==> src/rtl/kf8237_pkg.sv <==
// Shared definitions for the KF8237 channel arbiter: state encoding,
// channel count, command register bit positions and a one-hot helper.
package kf8237_pkg;

    localparam int NUM_CHANNELS = 4;

    localparam int CMD_BIT_CONTROLLER_DISABLE = 2;
    localparam int CMD_BIT_ROTATING_PRIORITY  = 4;
    localparam int CMD_BIT_DREQ_SENSE         = 6;
    localparam int CMD_BIT_DACK_SENSE         = 7;

    typedef enum logic [1:0] {
        ST_IDLE    = 2'd0,
        ST_REQUEST = 2'd1,
        ST_GRANT   = 2'd2,
        ST_RELEASE = 2'd3
    } arb_state_t;

    function automatic logic [NUM_CHANNELS-1:0] onehot4(input logic [1:0] ch);
        onehot4 = 4'b0001 << ch;
    endfunction

endpackage

==> src/rtl/kf8237_rotating_priority_encoder.sv <==
// Combinational channel picker: fixed order 0..3, or rotating order
// starting at the priority pointer when rotate_enable is set.
module kf8237_rotating_priority_encoder
    import kf8237_pkg::*;
(
    input  logic [NUM_CHANNELS-1:0] request,
    input  logic [1:0]              pointer,
    input  logic                    rotate_enable,
    output logic [1:0]              winner,
    output logic                    valid
);

    logic [1:0] w_base;
    logic [1:0] w_idx;

    always_comb begin
        winner = 2'd0;
        valid  = 1'b0;
        w_idx  = 2'd0;
        w_base = rotate_enable ? pointer : 2'd0;
        // Walk from lowest to highest priority so the last hit is the winner.
        for (int i = NUM_CHANNELS - 1; i >= 0; i--) begin
            w_idx = w_base + 2'(i);
            if (request[w_idx]) begin
                winner = w_idx;
                valid  = 1'b1;
            end
        end
    end

endmodule

==> src/rtl/kf8237_priority_arbiter.sv <==
// KF8237 channel arbiter and HRQ/HLDA handshake sequencer. Drives DACK,
// the channel grant and the CPU register-access lock while DMA owns the bus.
//
// state   | meaning
// IDLE    | no bus request; waiting for an enabled effective request
// REQUEST | HRQ asserted; waiting for HLDA, then arbitrate
// GRANT   | channel owns the bus; waiting for service_complete
// RELEASE | HRQ dropped; waiting for HLDA to fall
module kf8237_priority_arbiter
    import kf8237_pkg::*;
#(
    parameter int SYNC_STAGES = 2
) (
    input  logic                    clock,
    input  logic                    reset,
    input  logic                    master_clear,
    input  logic                    controller_disable,
    input  logic                    rotating_priority,
    input  logic                    dreq_sense_active_low,
    input  logic                    dack_sense_active_high,
    input  logic [NUM_CHANNELS-1:0] mask_register,
    input  logic [NUM_CHANNELS-1:0] request_register,
    input  logic [NUM_CHANNELS-1:0] dma_request,
    input  logic                    hold_acknowledge,
    input  logic                    service_complete,
    output logic                    hold_request,
    output logic [NUM_CHANNELS-1:0] dma_acknowledge,
    output logic [1:0]              active_channel,
    output logic                    channel_grant,
    output logic [NUM_CHANNELS-1:0] clear_software_request,
    output logic                    lock_bus_control
);

    logic [NUM_CHANNELS-1:0] r_dreq_sync [SYNC_STAGES];
    arb_state_t              r_state;
    logic [1:0]              r_priority_pointer;
    logic                    r_hold_request;
    logic                    r_channel_grant;
    logic [1:0]              r_active_channel;
    logic                    r_lock_bus_control;
    logic [NUM_CHANNELS-1:0] r_clear_sw_request;

    logic [NUM_CHANNELS-1:0] w_sync_dreq;
    logic [NUM_CHANNELS-1:0] w_effective_request;
    logic [1:0]              w_winner;
    logic                    w_valid;

    always_ff @(posedge clock or posedge reset) begin
        if (reset) begin
            for (int s = 0; s < SYNC_STAGES; s++) r_dreq_sync[s] <= '0;
        end else begin
            r_dreq_sync[0] <= dma_request;
            for (int s = 1; s < SYNC_STAGES; s++) r_dreq_sync[s] <= r_dreq_sync[s-1];
        end
    end

    assign w_sync_dreq         = r_dreq_sync[SYNC_STAGES-1] ^ {NUM_CHANNELS{dreq_sense_active_low}};
    // Software requests bypass the mask.
    assign w_effective_request = (w_sync_dreq & ~mask_register) | request_register;

    kf8237_rotating_priority_encoder u_encoder (
        .request       (w_effective_request),
        .pointer       (r_priority_pointer),
        .rotate_enable (rotating_priority),
        .winner        (w_winner),
        .valid         (w_valid)
    );

    always_ff @(posedge clock or posedge reset) begin
        if (reset) begin
            r_state            <= ST_IDLE;
            r_priority_pointer <= 2'd0;
            r_hold_request     <= 1'b0;
            r_channel_grant    <= 1'b0;
            r_active_channel   <= 2'd0;
            r_lock_bus_control <= 1'b0;
            r_clear_sw_request <= '0;
        end else if (master_clear) begin
            r_state            <= ST_IDLE;
            r_priority_pointer <= 2'd0;
            r_hold_request     <= 1'b0;
            r_channel_grant    <= 1'b0;
            r_active_channel   <= 2'd0;
            r_lock_bus_control <= 1'b0;
            r_clear_sw_request <= '0;
        end else begin
            r_clear_sw_request <= '0;
            case (r_state)
                ST_IDLE: begin
                    if (!controller_disable && |w_effective_request) begin
                        r_hold_request <= 1'b1;
                        r_state        <= ST_REQUEST;
                    end
                end
                ST_REQUEST: begin
                    if (hold_acknowledge) begin
                        r_lock_bus_control <= 1'b1;
                        if (w_valid) begin
                            r_active_channel <= w_winner;
                            r_channel_grant  <= 1'b1;
                            r_state          <= ST_GRANT;
                        end else begin
                            r_hold_request <= 1'b0;
                            r_state        <= ST_RELEASE;
                        end
                    end
                end
                ST_GRANT: begin
                    // HLDA loss, disable and mask changes are ignored here.
                    if (service_complete) begin
                        r_channel_grant <= 1'b0;
                        r_hold_request  <= 1'b0;
                        r_state         <= ST_RELEASE;
                        if (rotating_priority)
                            r_priority_pointer <= r_active_channel + 2'd1;
                        if (request_register[r_active_channel])
                            r_clear_sw_request <= onehot4(r_active_channel);
                    end
                end
                ST_RELEASE: begin
                    if (!hold_acknowledge) begin
                        r_lock_bus_control <= 1'b0;
                        r_state            <= ST_IDLE;
                    end
                end
                default: r_state <= ST_IDLE;
            endcase
        end
    end

    assign hold_request           = r_hold_request;
    assign channel_grant          = r_channel_grant;
    assign active_channel         = r_active_channel;
    assign lock_bus_control       = r_lock_bus_control;
    assign clear_software_request = r_clear_sw_request;
    assign dma_acknowledge        = (r_channel_grant ? onehot4(r_active_channel) : '0)
                                    ^ {NUM_CHANNELS{~dack_sense_active_high}};

endmodule
==> config.mk <==
export PLATFORM = sky130hd
export DESIGN_NAME = kf8237_priority_arbiter
export DESIGN_NICKNAME = d
export VERILOG_FILES = /design/src/rtl/kf8237_pkg.sv /design/src/rtl/kf8237_rotating_priority_encoder.sv /design/src/rtl/kf8237_priority_arbiter.sv
export SDC_FILE = /design/constraint.sdc
export NUM_CORES = 1
export LEC_CHECK = 0
export CAP_MARGIN = 5
export CORE_AREA = 2 2 48 61
export CTS_CLUSTER_DIAMETER = 30
export DETAILED_ROUTE_END_ITERATION = 12
export DIE_AREA = 0 0 50 63
export PLACE_DENSITY = 0.82
export RECOVER_POWER = 100
export SYNTH_ARGS = -nofsm -noshare
export SYNTH_HDL_FRONTEND = slang
export SYNTH_SLANG_ARGS = --single-unit
==> constraint.sdc <==
create_clock -name clock -period 3.3 [get_ports clock]
set_input_delay 0.66 -clock clock [delete_from_list [all_inputs] [get_ports clock]]
set_output_delay 0.66 -clock clock [all_outputs]
set_load 0.1 [all_outputs]
==> metrics.cfg <==
[floorplanning]
dieArea_um2=3150
ioPinCount=34
rows=21
start_util_pct=49.7
core-area_um2=2600
die_x_um=50
die_y_um=63

[cells_and_area]
layout.cell_area.non_filler_um2=1650
fillCellCount=234
seq_area_um2=526
layout_commonest_cell=dfrtp_1
antennaDiodeCount=0
drive_above_1_share_pct=11.0
multi_input_area_um2=703
syn_to_final_growth_pct=27.9
utilization_pct=63.5
layout_common_cells=21 x dfrtp_1, 13 x clkdlybuf4s50_1, 11 x inv_1, 10 x clkbuf_1, 9 x ha_1
final_nets=186
instances_no_fill=189

[drt]
ant_nets=0
wl_per_cell_um=13.7
drc=0
wirelength_mm=2.60
via_per_inst=5.47
drt_pass1_iterations=4
routed-via-count=1034
detail_route.iter0.violations=28

[grt]
grt_first_pass_wirelength_mm=4.46
grt-ovfl-total=0
grt_max_degree=22
antenna_found_initial=0
grt_usage_pct=18.4
grt_pass1_vias=1033

[timing]
tns_ns=0
max_freq_mhz=359
fin_crit_ns=2.78
slew_viol_final=0
worst_slew_pin_slew_ns=1.16
fin_hold_ws_ns=0.357
rsz0062_at_grt=no
setup_ws_ns=0.517
clock_skew_ns=0.00659
finalHoldViolations=0
relSlewSlack_pct=22.7
min_period_over_period_pct=84.3
setup_viol=0

[logic_synthesis]
synthArstFlopShare_pct=100
ys_types=41
syn_inst=120
syn-cell-area_um2=1290
yosysSeqAreaShare_pct=40.7
synth-edff-count=0
ys.flop_type=dfrtp_1
ys_warn_count=0
syn_area_per_cell_um2=10.8
synth.ff_latch_count=21
synth_nets=150

[critical_path]
arrival_ns=2.98
r2r-end=r_state[0]
crit_path_max_fanout=4
rr_startpoint=r_dreq_sync[3]
cp-start-kind=input pin
end_kind=flip-flop
worst_r2r_path_depth=6
crit_type=input pin to flip-flop
rrSetupSlack_ns=1.21
critPathRequiredTime_ns=3.50

[clock_network]
hold_buffers=0
clock_path_buffers=2
cts-root-buf=clkbuf_4
worstSkewPairLatency_ns=0.31
clk_pin_slew_ns=0.11
postCtsResizedCells=0
cts_sinks=21
cts_made_buffers=3
tritoncts=done
cts_setup_buffers=0
htreeDepth=1

[power_and_ir_drop]
p_per_area_nw_per_um2=576
leakagePower_nw=0.687
finalPower_mw=0.952
ir_worst_vdd_v=0.000469

[min_path]
min_path_type=flip-flop to flip-flop
holdPathEnd=r_dreq_sync[1]
whs_path_depth=0
hp-start=r_dreq_sync[5]

[placement]
pre_cts_ws_ns=0.463
place_inst=185
gp_congestion=0.921
place_area_um2=1700
hpwl_mm=2.15
port_buffers=33

[flow_run]
maxCapViolations=0

[run_status]
status=finished clean

logic make-up after synthesis:
kind of cell | after synthesis | synth area share (%)
AND/OR/NAND/NOR | 32 | 14.0
buffers and inverters | 13 | 4.36
AO/OA/AOI/OAI | 32 | 20.6
flip-flops | 21 | 40.7
adder cells (fa/ha/maj) | 9 | 8.71
XOR/XNOR | 8 | 6.58
multiplexers | 5 | 5.03
critical path: stages:
cell           delay, ns
dlygate4sd3_1       0.71
xnor2_1             0.15
o21bai_1            0.34
o41ai_2             0.14
a221oi_1            0.46
o21ai_1             0.14
a221oi_1            0.37
where the power goes:
| part | leakage (nW) | total [mW] | switching [mW] | internal, mW |
|---|---|---|---|---|
| clock | 0.0150 | 0.122 | 0.0745 | 0.0472 |
| combinational | 0.401 | 0.503 | 0.343 | 0.160 |
| sequential | 0.271 | 0.327 | 0.0360 | 0.291 |
registers in the layout, summed over array words and instances, names as in the netlist:
register and cells:
active_channel 2, r_state 2, lock_bus_control 1, hold_request 1
clear_software_request 4, channel_grant 1, r_priority_pointer 2, r_dreq_sync 8
routing by layer:
layer,part of all wire (%),up-vias,track usage [%]
li1,-,491,-
met1,38,494,21.5
met2,53,44,31.1
met3,7.2,5,4.31
met4,1.7,0,8.33
met5,0,-,0
worst max-delay path by stage:
stage / startpoint / to / slack (ns) / cells after the start
global route: dreq_sense_active_low / r_state[0] / 0.36 / 7
detailed placement: dreq_sense_active_low / hold_request / 0.46 / 7
CTS: dreq_sense_active_low / hold_request / 0.79 / 7
global placement: dreq_sense_active_low / hold_request / 0.54 / 7
floorplan: active_channel[0] / dma_acknowledge[2] / 0.22 / 4
finish: dreq_sense_active_low / r_state[0] / 0.52 / 7
cells in the mapped netlist, drive strengths merged (2+ instances only):
cell    count  share of area (%)
a221oi      3                2.5
mux2i       2                1.5
nand3       2               0.77
nor2        7                2.0
nor3        2               0.77
o21ba       3                2.3
o21bai      4                4.6
mux2        2                1.7
o21ai       6                2.3
or3         2                1.4
xnor2       4                3.9
a211oi      3                1.7
inv        11                3.2
nand2       8                2.3
a21oi       5                1.9
nand3b      2                1.2
dfrtp      21                 41
and2        4                1.9
xor2        4                2.7
ha          9                8.7
o22ai       2               0.97
area by class of cell:
class / count / area share [%]
inverters: 11 / 2.50
clock buffers: 4 / 1.59
flip-flops and latches: 21 / 31.8
well taps: 34 / 2.57
repair buffers: 33 / 19.0
multi-input cells: 86 / 42.5
Power figures use the tool's default switching activity.
